<file path="src/rtl/ymem_row_fetch.sv">
// ymem_row_fetch: fetches one 4-slot Y-matrix row from yMem (four 64-bit
// reads at base = row*4) and presents it as a 256-bit word with a one-cycle
// dataReady pulse. Out-of-range rows pulse row_err and issue no reads.
// Optional macro YMEM_LAST_ROW_CACHE_EN: a repeat request for the most
// recently completed row skips the reads and goes straight to ready.
module ymem_row_fetch #(
  parameter int NUM_ROWS = 64,
  parameter int RD_LAT   = 1
) (
  input  logic         clock,
  input  logic         reset,
  input  logic         req_valid,
  input  logic [15:0]  req_row,
  output logic         mem_rd_en,
  output logic [15:0]  mem_addr,
  input  logic [63:0]  mem_rdata,
  output logic [255:0] ymem_data,
  output logic         dataReady,
  output logic         busy,
  output logic         row_err
);

  typedef enum logic [1:0] {IDLE, RD, WAIT, RDY} state_t;

  localparam logic [16:0] ROWS_L = 17'(NUM_ROWS);

  state_t                  r_state, w_next;
  logic [1:0]              r_k;
  logic [15:0]             r_addr;
  logic [RD_LAT:1]         r_rd_pipe;
  logic [RD_LAT:1][1:0]    r_slot_pipe;
  logic [3:0][63:0]        r_slots;
  logic                    r_dready, r_err;
  logic                    w_req_bad, w_hit, w_start;

  assign w_req_bad = req_valid && ({1'b0, req_row} >= ROWS_L);
  assign w_start   = (r_state == IDLE) && req_valid && !w_req_bad && !w_hit;

`ifdef YMEM_LAST_ROW_CACHE_EN
  logic [15:0] r_row, r_cache_row;
  logic        r_cache_vld;

  assign w_hit = r_cache_vld && (r_cache_row == req_row);

  // Remember the row of the fetch in flight; publish it once slot3 lands.
  always_ff @(posedge clock) begin
    if (reset) begin
      r_row       <= '0;
      r_cache_row <= '0;
      r_cache_vld <= 1'b0;
    end else begin
      if (w_start) r_row <= req_row;
      if (r_state == WAIT) begin
        r_cache_row <= r_row;
        r_cache_vld <= 1'b1;
      end
    end
  end
`else
  assign w_hit = 1'b0;
`endif

  // State register.
  always_ff @(posedge clock) begin
    if (reset) r_state <= IDLE;
    else       r_state <= w_next;
  end

  // Next state plus the state-decoded outputs.
  always_comb begin
    w_next    = r_state;
    mem_rd_en = 1'b0;
    busy      = (r_state != IDLE);
    case (r_state)
      IDLE: if (req_valid && !w_req_bad) w_next = w_hit ? RDY : RD;
      RD: begin
        mem_rd_en = 1'b1;
        if (r_k == 2'd3) w_next = WAIT;
      end
      WAIT:    w_next = RDY;
      RDY:     w_next = IDLE;
      default: w_next = IDLE;
    endcase
  end

  // Address/slot sequencing, delayed capture strobe and registered pulses.
  // The strobe pipe carries the slot index alongside so each read lands in
  // the slot that issued it, RD_LAT cycles later; after reset any data still
  // returning from an abandoned fetch finds an empty pipe and is dropped.
  always_ff @(posedge clock) begin
    if (reset) begin
      r_k         <= '0;
      r_addr      <= '0;
      r_rd_pipe   <= '0;
      r_slot_pipe <= '0;
      r_slots     <= '0;
      r_dready    <= 1'b0;
      r_err       <= 1'b0;
    end else begin
      r_dready <= (r_state == RDY);
      r_err    <= (r_state == IDLE) && w_req_bad;
      if (w_start) begin
        r_addr <= {req_row[13:0], 2'b00};
        r_k    <= '0;
      end else if (r_state == RD) begin
        r_k <= r_k + 2'd1;
        if (r_k != 2'd3) r_addr <= r_addr + 16'd1;
      end
      r_rd_pipe[1]   <= mem_rd_en;
      r_slot_pipe[1] <= r_k;
      for (int i = 2; i <= RD_LAT; i++) begin
        r_rd_pipe[i]   <= r_rd_pipe[i-1];
        r_slot_pipe[i] <= r_slot_pipe[i-1];
      end
      // slot0 sits in the top 64 bits, so slot k maps to index 3-k.
      if (r_rd_pipe[RD_LAT]) r_slots[2'd3 - r_slot_pipe[RD_LAT]] <= mem_rdata;
    end
  end

  assign mem_addr  = r_addr;
  assign ymem_data = r_slots;
  assign dataReady = r_dready;
  assign row_err   = r_err;

endmodule

</file>
<file path="config.mk">
export PLATFORM = sky130hd
export DESIGN_NAME = ymem_row_fetch
export DESIGN_NICKNAME = d
export VERILOG_FILES = /design/src/rtl/ymem_row_fetch.sv
export SDC_FILE = /design/constraint.sdc
export NUM_CORES = 1
export LEC_CHECK = 0
export CAP_MARGIN = 20
export CELL_PAD_IN_SITES_DETAIL_PLACEMENT = 0
export CELL_PAD_IN_SITES_GLOBAL_PLACEMENT = 1
export CORE_MARGIN = 2
export CORE_UTILIZATION = 29
export CTS_CLUSTER_SIZE = 20
export DETAILED_ROUTE_END_ITERATION = 10
export HOLD_SLACK_MARGIN = 0.06
export PLACE_DENSITY_LB_ADDON = 0.1
export RECOVER_POWER = 25
export SETUP_SLACK_MARGIN = 0.4
export SYNTH_ARGS = -nofsm -noshare
export SYNTH_HDL_FRONTEND = slang
export SYNTH_SLANG_ARGS = --single-unit
</file>
<file path="constraint.sdc">
create_clock -name clock -period 1.6 [get_ports clock]
set_input_delay 0.24 -clock clock [delete_from_list [all_inputs] [get_ports clock]]
set_output_delay 0.24 -clock clock [all_outputs]
set_load 0.02 [all_outputs]
</file>
Yosys cells after proc, flatten, opt, wreduce, memory -nomap -nowiden

Index checks and enable logic that the tools add are counted.

Register bits: 281
Output and inout bits: 276
Word-level logic and storage cells: 50
Input port bits: 83

$add $sub $neg: 3
Reduce and logical (&&, ||, !) cells: 15
Eq/ne operators: 7
Muxes and demuxes: 10
Order comparisons: 3

Operators by type and width:

| kind                                                                                 | count |
|---|---|
| 256-bit bitwise mux                                                                  | 1 |
| 64-bit demux with 2-bit select                                                       | 1 |
| 64-bit two-way mux                                                                   | 1 |
| 16-bit two-way mux                                                                   | 3 |
| 16-bit by 1-bit adder with 16-bit output, second input constant                      | 1 |
| 16-bit by 7-bit greater-or-equal comparator with 1-bit output, second input constant | 1 |
| 2-bit case mux with 4 select lines                                                   | 1 |
| 2-bit == test, second input constant                                                 | 3 |
| 1-bit logical AND                                                                    | 6 |
| 2-bit != test, second input constant                                                 | 3 |
| 2-bit AND reduction                                                                  | 3 |
| 2-bit nonzero test                                                                   | 3 |
| 2-bit two-way mux                                                                    | 2 |
| 2-bit by 3-bit less-than comparator with 1-bit output, second input constant         | 1 |
| 2-bit by 1-bit adder with 2-bit output, second input constant                        | 1 |
| 2-bit by 1-bit == test with 1-bit output, second input constant                      | 1 |
| 2-bit by 1-bit greater-or-equal comparator with 1-bit output, second input constant  | 1 |
| 2-bit zero test                                                                      | 1 |
| 2-bit OR reduction                                                                   | 1 |
| 2-bit subtractor, first input constant                                               | 1 |
| 1-bit zero test                                                                      | 1 |
| 1-bit two-way mux                                                                    | 1 |

Depth between registers and ports, before layout

Gate-level depths: netlist of run 1.

Word-level depth: 6
Mapped depth: 7
Gate-level depth less buffers: 6

Worst setup path before layout of run 1

No wires, ideal clock.

Kind: register to register
Start point: reg r_state[1]
End point: reg r_addr[4] (netlist: mem_addr[4])
Clock period less this slack: 1707 ps
Data required time: 1521 ps
Library setup time: 79 ps
Arrival: 1628 ps
Buffers on the path: 1
Stages on the path, launching flop included: 8
Setup slack: -107 ps
Path through: dfxtp_1 inv_1 ha_1 nor2b_1 buf_2 nand4_1 xor2_1 a211oi_2

Longest elaborated chain between the ends: 5
Elaborated cells on any way between the ends: 8
Those cells by class: eq/ne (1); mux (1); reduce/logical (6)

Ends and longest elaborated chain:

| what                            | line | text |
|---|---|---|
| from (decl)                     | 27   | `state_t r_state, w_next;` |
| from (signal assigned)          | 66   | `else r_state <= w_next;` |
| 2-bit zero test                 | 37   | `assign w_start = (r_state == IDLE) && req_valid && !w_req_bad && !w_hit;` |
| 1-bit logical AND (2 in series) | 37   |  |
| 2-bit nonzero test (no line)    | n/a  |  |
| 2-bit AND reduction (no line)   | n/a  |  |
| to (signal assigned)            | 103  | `r_addr <= {req_row[13:0], 2'b00};` |
| to (signal assigned)            | 107  | `if (r_k != 2'd3) r_addr <= r_addr + 16'd1;` |
| to (decl)                       | 29   | `logic [15:0] r_addr;` |

Several ways; a longest one is shown, not always the timed one.
A chain may end at the register's enable or synchronous reset.

Final worst setup path of run 1

Start point: reg r_state[1]
End point: reg r_addr[15] (netlist: mem_addr[15])

The elaborated chain is that of the path after synthesis.

==> run metrics, run 1 <==
status=finished clean; Synth Register Bits=281; synthesized area=9990 µm²; Antenna Diode Count=0; yosys warns=0; CP Max Fanout=5; Max Freq=650 MHz; CTS tree=built; maxcap violations=0; gr ovfl total=0; measured slew at the worst slew-check pin=508 ps; core area=33700 µm²; Num CTS Buffers=31; CTS Sinks=281; gr usage total=19.3%; metal3 WL=2.57 mm; Clk pwr share=42.4%; CP startpoint kind=flop; post-synthesis net count=1335; IO buf count=358; Lkg Pwr=6.33 nW; vias in the first global route=9119; largest net degree at the start of global routing=57; switching power=3.91 mW; Worst EP arrival=2020 ps; Total Routed Length=37.4 mm; Pint=12.0 mW; number of vias per cell=4.60; DP HPWL=24.0 mm; first-pass GRT wire length=54.9 mm; top sig layer=met4; Residual DRC=0; Final Hold Fails=0; starting density of the core=29.6%; Pwr Density=1010 nW/µm²; worst hold path class=in -> reg; Metal-1 WL=16.7 mm; CP Capture Type=flop; Skew-Pair Late Insertion Delay=550 ps; final net count=1711; Syn Inst Count=1246; met2 WL=17.3 mm; Flop pwr share=45.6%; Worst Clk Skew=2.85 ps; site row count=67; Initial DRT Pass Iterations=5; Storage cell area=5720 µm²; VDD IR max=767 µV; ys async rst share=0%; Routed WL per cell=17.9 µm; H-tree Lvls=1; Fillers=3461; gpl congestion=0.744; DRT antenna net count=0; library cells used by synthesis=36; chip width=190 µm; Worst-path clk slew=60 ps; CP required=2080 ps; post-layout util=46.6%; initial antenna violation count=0; DIE HEIGHT=190 µm; EDFF count, synth=0; crit share post-route=96.1%; total number of vias=9594; RSZ-0062 raised after global routing=true; io pins=359; Final Max Tran Viols=0; switching part of the total power=24.6%; Avg Cell Area, Syn=8.02 µm²; commonest non-fill, non-tap cells in the layout=518 x nand2_1, 242 x a21oi_1, 232 x dfxtp_1, 153 x dlygate4sd2_1, 102 x buf_6; share of layout cells above drive strength 1=19.6%; initial DRC count=431; Root Driver=clkbuf_16; Relative slew margins=66.2%; Crit Path Class=reg -> reg; Synth Flop Type=dfxtp_1; area delta synth->final=57.3%; Comb power frac=12.0%; die area=36000 µm²; share of the yosys chip area belonging to registers=56.3%; clock tree buffer depth=3; Period minus WS final=1540 ps; cts hold-fix bufs=0; commonest non-fill, non-tap cell in the layout=nand2_1; setup TNS=0 ps; Setup violations, final=0; multi-input logic area=4210 µm²
worst max-delay path, cell delays in order (launching register included):
cell and delay (ps):
dfxtp_2 330, inv_2 90, ha_4 180, nand4b_4 160
nor3_4 190, or3b_4 400, a21oi_2 120
metrics by stage:
stage | instance area, µm² | hold slack (ps) | instances | total power, mW | setup slack (ps)
6_report | 15700 | 135 | 2087 | 15.9 | 61.9
5_1_grt | 15700 | 132 | 2087 | 16.6 | 9.18
4_1_cts | 15600 | 111 | 2072 | 16.0 | 46.2
3_5_place_dp | 14300 | 444 | 1999 | 9.10 | -115
3_3_place_gp | 14300 | 437 | 1999 | 9.09 | -125
2_1_floorplan | 10200 | 365 | 1246 | 8.19 | 155
cells by family after synthesis:
logic type	count (synthesis)	share of synthesized area (%)
compound gates	267	13.7
simple gates	581	23.6
fa+ha+maj	6	0.751
xor+xnor	15	1.32
flops	281	56.3
mux	3	0.301
buf+inv	93	3.96
power by group through the flow:
stage               Clock, mW  Sequential, mW  Combinational (mW)
floorplan                   0            7.57               0.622
global placement            0            7.41                1.68
detailed placement          0            7.41                1.68
CTS                      6.96            7.27                1.74
global route             7.25            7.28                2.04
finish                   6.74            7.26                1.91
area by class of cell:
type	count	area share, %
clock buffers	43	5.67
clock inverters	7	0.382
flip-flops and latches	281	36.4
repair buffers	431	27.0
well taps	448	3.57
multi-input cells	872	26.8
inverters	5	0.135
synthesized netlist by cell type, types with 2 or more instances:
cell type	count	share of area [%]
inv_1	5	0.19
nand3_1	3	0.15
nor2_2	2	0.13
nor4_2	2	0.25
or3b_1	2	0.18
dfxtp_1	281	56
xnor2_1	12	1.1
nor4_1	5	0.31
nor3_1	3	0.15
buf_2	37	1.9
clkbuf_1	44	1.7
mux2i_1	3	0.30
a211oi_2	2	0.25
buf_1	7	0.26
ha_1	6	0.75
nor2_1	20	0.75
nand4_1	6	0.38
a211oi_1	4	0.30
nor2b_1	5	0.31
xor2_1	3	0.26
or2_1	3	0.19
a21oi_1	258	13
nand2_1	518	19
nand2b_1	3	0.19
per-layer routing:
metal	GRT usage, %	up-vias
met3	5.24	52
li1	-	4788
met2	31.4	268
met4	5.25	0
met5	0	-
met1	25.3	4486
state kept, by name (all words and copies together), names as in the netlist:
register	count
r_slot_pipe	2
mem_addr	16
r_k	2
dataReady	1
ymem_data	256
r_rd_pipe	1
row_err	1
r_state	2
final timing paths:
check                  from             end  slack [ps]  cells past startpoint
max              r_state[1]    mem_addr[15]          60                      6
min                   reset     mem_addr[4]         130                      2
max reg2reg      r_state[1]    mem_addr[15]          60                      6
min reg2reg  ymem_data[250]  ymem_data[250]         450                      2
timing repair:
| action | CTS | global route |
|---|---|---|
| gates resized for setup | 1054 | 61 |
| setup endpoints to repair | 552 | 552 |
| pin swaps | 2 | 17 |
| buffers inserted | 23 | 7 |
| cloned | 0 | 8 |
Power figures use the tool's default switching activity.
==> run 2: changes to the inputs <==
SETUP_SLACK_MARGIN = unset   (was 0.4)
==> run 2 against run 1 <==
Cell count decreased by 0.91%. Sequential power about the same. Register-to-register slack about the same. Core utilization decreased by 1.8 points. Sequential cell count unchanged. Clock-buffer cell count increased by 14.
==> run metrics, run 2 (synthesis results as in run 1) <==
Lkg Pwr=6.45 nW (+1.9%); Max Freq=634 MHz (-2.5%); # Post-CTS Setup Buffers=0 (-100%); Worst Clk Skew=16.6 ps (+13.7 ps); VDD IR max=635 µV (-17%); die area=36000 µm² (unchanged); io pins=359 (unchanged); worst setup path end=busy; Placed Instance Area=14400 µm² (+0.28%); Final Hold Fails=0 (unchanged); Skew-Pair Late Insertion Delay=500 ps (-50 ps); H-tree Lvls=2 (+1); setup TNS=0 ps (unchanged); commonest non-fill, non-tap cells in the layout=518 x nand2_1, 276 x dfxtp_1, 272 x dlygate4sd2_1, 258 x a21oi_1, 81 x clkdlybuf4s50_1; crit share post-route=98.6% (+2.4 points); Final Max Tran Viols=0 (unchanged); number of vias per cell=4.59 (-0.20%); CTS Sinks=281 (unchanged); Relative slew margins=74.7% (+8.5 points); post-route cell area=15100 µm² (-3.8%); DIE HEIGHT=190 µm (unchanged); CP startpoint kind=flop; DRT antenna net count=0 (unchanged); CP startpoint=r_state[1]; worst hold path class=in -> reg; CP required=1360 ps (-720 ps); site row count=67 (unchanged); status=finished clean; reg2reg path depth=5 (-1); total power=16.2 mW (+1.9%); gr usage total=19.3% (-0.020 points); worst r2r src=r_k[0]; largest net degree at the start of global routing=70 (+23%); Root Driver=clkbuf_16; worst r2r dst=mem_addr[12]; share of layout cells above drive strength 1=7.41% (-12 points); Total Routed Length=35.8 mm (-4.4%); cts hold-fix bufs=0 (unchanged); CP Max Fanout=5 (unchanged); gpl congestion=0.761 (+2.3%); Antenna Diode Count=0 (unchanged); IO buf count=358 (unchanged); chip width=190 µm (unchanged); CP Capture Type=primary output; initial antenna violation count=1 (+1); maxcap violations=0 (unchanged); first-pass GRT wire length=54.5 mm (-0.69%); DP HPWL=24.0 mm (+0.11%); Worst EP arrival=1340 ps (-680 ps); worst hold slack=134 ps (-0.757 ps); total number of vias=9488 (-1.1%); CTS tree=built; clock tree buffer depth=3 (unchanged); Pwr Density=1070 nW/µm² (+5.9%); Setup violations, final=0 (unchanged); commonest non-fill, non-tap cell in the layout=nand2_1; starting density of the core=29.6% (unchanged); final net count=1684 (-1.6%); measured slew at the worst slew-check pin=378 ps (-130 ps); area delta synth->final=51.3%; core area=33700 µm² (unchanged); Initial DRT Pass Iterations=5 (unchanged); post-layout util=44.9% (-1.8 points); vias in the first global route=9075 (-0.48%); RSZ-0062 raised after global routing=true; Worst-path clk slew=60 ps (about the same); initial DRC count=450 (+4.4%); Routed WL per cell=17.3 µm (-3.5%); max FFs per register=256 (unchanged); Period minus WS final=1580 ps (+39.0 ps); Crit Path Class=reg -> out; r2r setup slk=50 ps (about the same); Num CTS Buffers=34 (+9.7%); gr ovfl total=0 (unchanged); Residual DRC=0 (unchanged)
-- run 2: cell count changes in the layout (fill, tap and decap cells not counted), moves of 7 or more --
cell,before,now
dfxtp_4,13,1
clkbuf_1,32,15
a21oi_2,16,0
buf_6,102,0
nor2_1,13,20
dfxtp_1,232,276
dlygate4sd2_1,153,272
a21oi_1,242,258
buf_4,38,23
dfxtp_2,36,4
-- run 2: stage by stage --
stage | instances | worst slack (ps)
6_report | 2068 | 23.0
5_1_grt | 2068 | -47.9
4_1_cts | 2068 | -0.141
3_5_place_dp | 2007 | -181
3_3_place_gp | 2007 | -163
2_1_floorplan | 1246 | 17.9
-- run 2: worst min-delay path by stage --
stage | from | end | slack [ps] | cells after the start
detailed placement | ymem_data[232] | ymem_data[232] | 450 | 2
global route | reset | ymem_data[53] | 140 | 2
finish | reset | ymem_data[124] | 130 | 2
CTS | reset | ymem_data[57] | 110 | 2
global placement | ymem_data[245] | ymem_data[245] | 440 | 2
floorplan | req_valid | row_err | 370 | 2
-- run 2: area by class of cell --
class / count / area (µm²)
clock buffer: 57 / 1060
tap: 448 / 561
sequential: 281 / 5630
clock inverter: 4 / 20.0
multi-input combinational: 872 / 4040
fill: 3476 / 18600
inverter: 5 / 18.8
timing repair buffer: 401 / 3790
-- run 2: where the power goes --
| part | total, mW | switching, mW | internal [mW] |
|---|---|---|---|
| Sequential | 7.25 | 0.0877 | 7.16 |
| Clock | 7.40 | 2.90 | 4.51 |
| Combinational | 1.55 | 0.919 | 0.635 |
| Total | 16.2 | 3.91 | 12.3 |
-- run 2: timing repair --
action / CTS / global route
gates resized for setup: 289 / 11
pin swaps: 0 / 0
setup endpoints to repair: 276 / 14
-- run 2: worst max-delay path: stages, from the launching register on --
cell	delay (ps)
dfxtp_1	390
inv_2	90
ha_4	180
inv_1	40
buf_2	150
-- run 2: layer usage --
metal | global-route usage [%] | part of all wire [%]
met2 | 30.5 | 45
met5 | 0 | 0.036
met3 | 6.88 | 8.6
met4 | 5.43 | 2.4
met1 | 24.9 | 44
==> run 3: changes to the inputs <==
RECOVER_POWER = 100   (was 25)
==> results of run 3 <==
No change in the layout: final DEF, timing and power equal those of run 2.
